--- config.mk ---
export PLATFORM = sky130hd
export DESIGN_NAME = vx_wb_arbiter
export DESIGN_NICKNAME = d
export VERILOG_FILES = /design/src/rtl/vx_wb_arbiter_pkg.sv /design/src/rtl/vx_wb_arbiter_ebuf.sv /design/src/rtl/vx_wb_arbiter.sv
export SDC_FILE = /design/constraint.sdc
export NUM_CORES = 1
export LEC_CHECK = 0
export ABC_AREA = 0
export CAP_MARGIN = 20
export CELL_PAD_IN_SITES_DETAIL_PLACEMENT = 2
export CELL_PAD_IN_SITES_GLOBAL_PLACEMENT = 2
export CORE_AREA = 2 2 174 176
export CTS_CLUSTER_SIZE = 10
export DETAILED_ROUTE_END_ITERATION = 10
export DIE_AREA = 0 0 176 178
export HOLD_SLACK_MARGIN = 0.12
export PLACE_DENSITY = 0.85
export RECOVER_POWER = 25
export SLEW_MARGIN = 20
export SYNTH_ARGS = -nofsm -noshare
export SYNTH_HDL_FRONTEND = slang
export SYNTH_SLANG_ARGS = --single-unit
--- constraint.sdc ---
create_clock -name clk -period 9.5 [get_ports clk]
set_input_delay 0.95 -clock clk [delete_from_list [all_inputs] [get_ports clk]]
set_output_delay 0.95 -clock clk [all_outputs]
set_load 0.01 [all_outputs]
--- src/rtl/vx_wb_arbiter_pkg.sv ---
// Shared constants and helpers for the writeback arbiter slice.
// Select-width math lives here so every user sizes sel_out identically.
package vx_wb_arbiter_pkg;

   localparam int WB_NUM_EX_UNITS = 4;

   function automatic int wb_log_reqs(input int n);
      return (n > 1) ? $clog2(n) : 1;
   endfunction

endpackage

--- src/rtl/vx_wb_arbiter_ebuf.sv ---
// Two-entry elastic buffer: a pushed beat is visible on valid_o the next cycle.
// ready_o drops only when both entries are full; head is held stable while ready_i is low.
module vx_wb_arbiter_ebuf #(
   parameter int DATAW = 8
) (
   input  logic             clk,
   input  logic             reset,
   input  logic             valid_i,
   output logic             ready_o,
   input  logic [DATAW-1:0] data_i,
   output logic             valid_o,
   input  logic             ready_i,
   output logic [DATAW-1:0] data_o
);

   logic [DATAW-1:0] mem_q [2];
   logic             wr_ptr_q, wr_ptr_d;
   logic             rd_ptr_q, rd_ptr_d;
   logic [1:0]       count_q, count_d;
   logic             push, pop;

   assign ready_o = (count_q != 2'd2);
   assign valid_o = (count_q != 2'd0);
   assign data_o  = mem_q[rd_ptr_q];
   assign push    = valid_i && ready_o;
   assign pop     = valid_o && ready_i;

   always_comb begin
      wr_ptr_d = wr_ptr_q ^ push;
      rd_ptr_d = rd_ptr_q ^ pop;
      count_d  = count_q;
      if (push && !pop) begin
         count_d = count_q + 2'd1;
      end else if (pop && !push) begin
         count_d = count_q - 2'd1;
      end
   end

   always_ff @(posedge clk) begin
      if (reset) begin
         wr_ptr_q <= 1'b0;
         rd_ptr_q <= 1'b0;
         count_q  <= 2'd0;
      end else begin
         wr_ptr_q <= wr_ptr_d;
         rd_ptr_q <= rd_ptr_d;
         count_q  <= count_d;
      end
   end

   // Storage carries no reset: entries are only read while count_q says they hold data.
   always_ff @(posedge clk) begin
      if (push) begin
         mem_q[wr_ptr_q] <= data_i;
      end
   end

endmodule

--- src/rtl/vx_wb_arbiter.sv ---
// Packet-atomic round-robin writeback arbiter; granted beats appear on valid_out 1 cycle later.
// ready_in follows the grant and the output buffer: a full buffer stalls every requester.
module vx_wb_arbiter
   import vx_wb_arbiter_pkg::*;
#(
   parameter int  NUM_REQS = WB_NUM_EX_UNITS,
   parameter int  DATAW    = 64,
   localparam int LOG_REQS = wb_log_reqs(NUM_REQS)
) (
   input  logic                      clk,
   input  logic                      reset,
   input  logic [NUM_REQS-1:0]       valid_in,
   input  logic [NUM_REQS*DATAW-1:0] data_in,
   input  logic [NUM_REQS-1:0]       sop_in,
   input  logic [NUM_REQS-1:0]       eop_in,
   output logic [NUM_REQS-1:0]       ready_in,
   output logic                      valid_out,
   output logic [DATAW-1:0]          data_out,
   output logic                      sop_out,
   output logic                      eop_out,
   output logic [LOG_REQS-1:0]       sel_out,
   input  logic                      ready_out
);

   typedef enum logic {IDLE, LOCKED} state_e;

   localparam int BUFW = LOG_REQS + 2 + DATAW;

   state_e              state_q, state_d;
   logic [LOG_REQS-1:0] owner_q, owner_d;
   logic [LOG_REQS-1:0] rr_ptr_q, rr_ptr_d;
   logic [LOG_REQS-1:0] grant_idx, cand_idx;
   logic                grant_vld, accept, acc_sop, acc_eop;
   logic                buf_rdy, buf_vld;
   logic [BUFW-1:0]     buf_din, buf_dout;
   int                  cand;

   // A locked packet owns the output until its eop; otherwise search upward from rr_ptr.
   always_comb begin
      grant_vld = 1'b0;
      grant_idx = '0;
      cand      = 0;
      cand_idx  = '0;
      if (state_q == LOCKED) begin
         grant_idx = owner_q;
         grant_vld = valid_in[owner_q];
      end else begin
         for (int k = 0; k < NUM_REQS; k++) begin
            cand = int'(rr_ptr_q) + k;
            if (cand >= NUM_REQS) begin
               cand = cand - NUM_REQS;
            end
            cand_idx = cand[LOG_REQS-1:0];
            if (!grant_vld && valid_in[cand_idx]) begin
               grant_vld = 1'b1;
               grant_idx = cand_idx;
            end
         end
      end
   end

   assign acc_sop = sop_in[grant_idx];
   assign acc_eop = eop_in[grant_idx];
   assign accept  = grant_vld && buf_rdy && !reset;
   assign buf_din = {grant_idx, acc_sop, acc_eop, data_in[grant_idx*DATAW +: DATAW]};

   always_comb begin
      ready_in = '0;
      if (accept) begin
         ready_in[grant_idx] = 1'b1;
      end
   end

   always_comb begin
      state_d  = state_q;
      owner_d  = owner_q;
      rr_ptr_d = rr_ptr_q;
      if (accept) begin
         if (state_q == IDLE && acc_sop && !acc_eop) begin
            state_d = LOCKED;
            owner_d = grant_idx;
         end
         if (state_q == LOCKED && acc_eop) begin
            state_d = IDLE;
         end
         if (acc_eop) begin
            rr_ptr_d = (int'(grant_idx) == NUM_REQS - 1) ? '0 : grant_idx + 1'b1;
         end
      end
   end

   always_ff @(posedge clk) begin
      if (reset) begin
         state_q  <= IDLE;
         owner_q  <= '0;
         rr_ptr_q <= '0;
      end else begin
         state_q  <= state_d;
         owner_q  <= owner_d;
         rr_ptr_q <= rr_ptr_d;
      end
   end

   vx_wb_arbiter_ebuf #(
      .DATAW (BUFW)
   ) elastic_buffer (
      .clk     (clk),
      .reset   (reset),
      .valid_i (accept),
      .ready_o (buf_rdy),
      .data_i  (buf_din),
      .valid_o (buf_vld),
      .ready_i (ready_out),
      .data_o  (buf_dout)
   );

   // Buffered beats are flushed by reset, so the output is masked in that same cycle.
   assign valid_out = buf_vld && !reset;
   assign {sel_out, sop_out, eop_out, data_out} = buf_dout;

`ifdef SIMULATION
   always @(posedge clk) begin
      if (!reset) begin
         assert ($onehot0(ready_in)) else $error("ready_in not one-hot-or-zero");
         if (accept && state_q == LOCKED) begin
            assert (!acc_sop) else $error("sop from owner while locked");
         end
         if (accept && state_q == IDLE) begin
            assert (acc_sop) else $error("non-sop beat accepted while idle");
         end
      end
   end
`endif

endmodule

==> summary.txt <==
Run status
  • Status: complete, but fails checks
  • Failing checks: max-capacitance violations, max-slew violations

Place
  • IO buf count: 343
  • Routability Congestion: 0.8284
  • DP Area: 11340 µm²
  • Post-place setup slack: about 4000 ps
  • Detailed placement HPWL: ~20 mm

Worst setup path
  • Req. time, crit path: 9800 ps
  • Worst R2R End: owner_q[1]
  • Crit path kind: in -> reg
  • Slowest CP cell: clkbuf_1
  • Crit path max fanout: 69
  • Setup crit end kind: flip-flop
  • Max stage delay on crit path: 2590 ps
  • Crit start category: input port
  • CP top delay family: buffers and inverters
  • Buf/Inv on CP: 3
  • RR Startpoint: state_q
  • CP arrival: 6980 ps
  • Reg2reg path depth: 7
  • Worst reg-to-reg setup slack: 3500 ps
  • CP cell instances: clkdlybuf4s50_1, a21oi_1, o21ai_1, a221o_1, inv_2, clkbuf_1, a32oi_2, nor3b_2, mux2_4

Clock network
  • Clock buffer depth: 2
  • Worst-Skew Late Latency: ~410 ps
  • H-tree depth: 4
  • CTS tree: built
  • Post-CTS Setup Repair Bufs: 0
  • Post_cts resized: 0
  • CTS root buffer: clkbuf_16
  • CTS Buf Count: 17
  • Post-CTS Hold Buffers: 0
  • Clock slew seen by the registers of the worst setup and hold paths: 70 ps
  • Clock tree sinks: 145

Worst hold path
  • WHS Path Cells: 2
  • Worst hold start: elastic_buffer.count_q[1]
  • Worst Hold End: elastic_buffer.count_q[1]
  • Worst hold path class: reg -> reg

Logic synthesis
  • Seq cells post-synth: 145
  • Mean post-synth cell area: 10.42 µm²
  • Netlist cell types: 40
  • Yosys warns: 0
  • Post-synthesis sequential area ratio: 0.5642
  • Mapped cell area: 7557 µm²
  • Synth Instances: slightly above 700
  • Syn Nets: 1003

Timing
  • Final setup fails: 0
  • Final Critical Period: approximately 6700 ps
  • Sum Neg Setup Slack: 0 ps
  • Fmax: about 150 MHz
  • Worst Tran Pin Value: between 3000 and 4000 ps
  • RSZ-0062 raised after global routing: no
  • Final worst slack: 2824 ps
  • Final Hold Vio Count: 0
  • Slew Limit Fails: 212
  • Slew headroom: -1.437
  • Final period util: 0.7027
  • Skew final: 11.48 ps

Floorplanning
  • Die Wd: 176 µm
  • Die Height: 178 µm
  • Core Region: 29400 µm²
  • Initial Util: 0.2570
  • Core Rows: 63
  • Die area: 31330 µm²
  • IO Pins: ~340

Layout
  • Layout Nets: 1320
  • Ant diodes: 0
  • Commonest non-fill, non-tap cells in the layout: 337 x clkdlybuf4s50_1, 265 x nand2_1, 136 x edfxtp_1
  • Post-route cell area: approximately 12000 µm²
  • Layout cell share with drive strength beyond 1: 0.1043
  • Area grow syn2layout: 57.68%
  • Commonest non-fill, non-tap cell in the layout: clkdlybuf4s50_1
  • Fill cells: 3107

Detailed routing
  • Via/cell ratio: 4.736
  • Routed Wire Length: 28.54 mm
  • DRC: 0
  • DR WL/cell: just under 20 µm
  • Vias: 6844
  • DRT iter0 DRCs: 206
  • Drt pass-1 iters: 4
  • Remaining antenna violation count after routing: 0

Pwr
  • Power Density: a little over 300 nW/µm²
  • Leak Pwr: ~4.4 nW
  • Worst vdd ir: about 0.00012 V

GRT
  • Largest net degree at the start of global routing: between 70 and 80
  • Overall routing resource usage: 0.1782
  • Grt ovf: 0
  • First-pass GRT wire length: 42.69 mm
  • Initial antenna violation count: 0
  • Vias in the first global route: 7724

Job
  • Max-cap violations: 4
Yosys cell counts:
master | instances | area share
a2111o_1 | 1 | 0.0015
a211oi_1 | 1 | 0.00099
a211oi_4 | 1 | 0.0026
a21oi_1 | 4 | 0.0026
a21oi_2 | 1 | 0.0012
a221o_1 | 1 | 0.0013
a31o_1 | 1 | 0.0012
a31oi_1 | 64 | 0.053
a32oi_2 | 1 | 0.0022
and2_1 | 4 | 0.0033
and3_1 | 65 | 0.054
buf_1 | 9 | 0.0045
buf_2 | 10 | 0.0066
buf_6 | 1 | 0.0015
clkbuf_1 | 31 | 0.015
clkinv_1 | 1 | 0.00050
dfxtp_1 | 9 | 0.024
edfxtp_1 | 136 | 0.54
ha_1 | 7 | 0.012
inv_1 | 8 | 0.0040
inv_2 | 1 | 0.00050
mux2_2 | 69 | 0.10
mux2_4 | 1 | 0.0020
mux2i_1 | 4 | 0.0053
mux4_2 | 1 | 0.0030
nand2_1 | 265 | 0.13
nand2b_1 | 3 | 0.0025
nand3_2 | 1 | 0.0013
nor2_1 | 9 | 0.0045
nor2b_1 | 1 | 0.00083
nor2b_2 | 1 | 0.0012
nor3_1 | 1 | 0.00066
nor3b_2 | 1 | 0.0017
o2111ai_1 | 1 | 0.0012
o211a_1 | 1 | 0.0013
o21ai_0 | 3 | 0.0020
o21ai_1 | 1 | 0.00066
o22ai_1 | 1 | 0.00083
or3_1 | 1 | 0.00083
xor2_1 | 3 | 0.0035
worst max-delay path by stage:
stage,startpoint,endpoint,slack (ps),cells after the start
2_1_floorplan,valid_in[1],elastic_buffer.mem_q[0][0],5780,4
3_3_place_gp,valid_in[3],ready_in[0],4060,8
3_5_place_dp,valid_in[1],ready_in[0],4020,8
4_1_cts,valid_in[1],ready_in[0],3990,8
5_1_grt,valid_in[0],owner_q[1],2200,9
6_report,valid_in[0],owner_q[1],2820,9
sequential cells by signal (all words and copies together), names as in the netlist:
name                     flops
elastic_buffer.rd_ptr_q      1
state_q                      1
rr_ptr_q                     2
owner_q                      2
elastic_buffer.wr_ptr_q      1
elastic_buffer.count_q       2
elastic_buffer.mem_q       136
kinds of logic (layout without fill, tap and decap cells):
| kind of cell | Yosys count | count (layout) | share of synthesized area |
|---|---|---|---|
| adders and majority gates | 7 | 7 | 0.01159 |
| DFF | 145 | 145 | 0.5642 |
| muxes | 75 | 75 | 0.1131 |
| buffers and inverters | 61 | 391 | 0.03295 |
| xor gates and xnor gates | 3 | 3 | 0.003477 |
| AOI/OAI and AO/OA | 82 | 82 | 0.07252 |
| and+or+nand+nor | 352 | 352 | 0.2022 |
cell type report:
cell class	instances	area, µm²	area share
inverter	10	40.04	0.003360
timing repair buffer	349	3491	0.2929
sequential	145	4264	0.3578
tap	390	488.0	0.04095
multi-input combinational	519	3039	0.2550
clock buffer	19	432.9	0.03633
clock inverter	13	161.4	0.01354
worst reg2reg max path, cell delays in order, from the launching register on:
cell      delay, ps
dfxtp_1         550
nor2_1          100
a221o_1         810
inv_2           290
clkbuf_1       2590
a32oi_2         710
nor3b_2         520
mux2_4          330
routing by layer:
layer  global-route usage  part of all wire  vias to the layer above  wire length (µm)
met5                    0                 0                        -                 0
li1                     -                 -                     3209                 -
met3              0.04987             0.069                       47              1970
met2               0.3282              0.51                      230             14500
met4              0.06784             0.032                        0               913
met1               0.1942              0.39                     3358             11160
power by group:
part / internal, mW / switching, mW
clock: 0.414 / 0.270
sequential: 1.08 / 0.101
combinational: 0.829 / 1.01
stage by stage:
step                total power, mW  cells  hold slack (ps)  utilization
CTS                           3.764   1443            503.6       0.4058
global placement              2.955   1411            495.1       0.3856
global route                  3.961   1445            572.3       0.4053
floorplan                     2.190    725            459.8            -
detailed placement            3.058   1411            493.9       0.3856
finish                        3.699   1445            543.0       0.4053
Power figures use the tool's default switching activity.
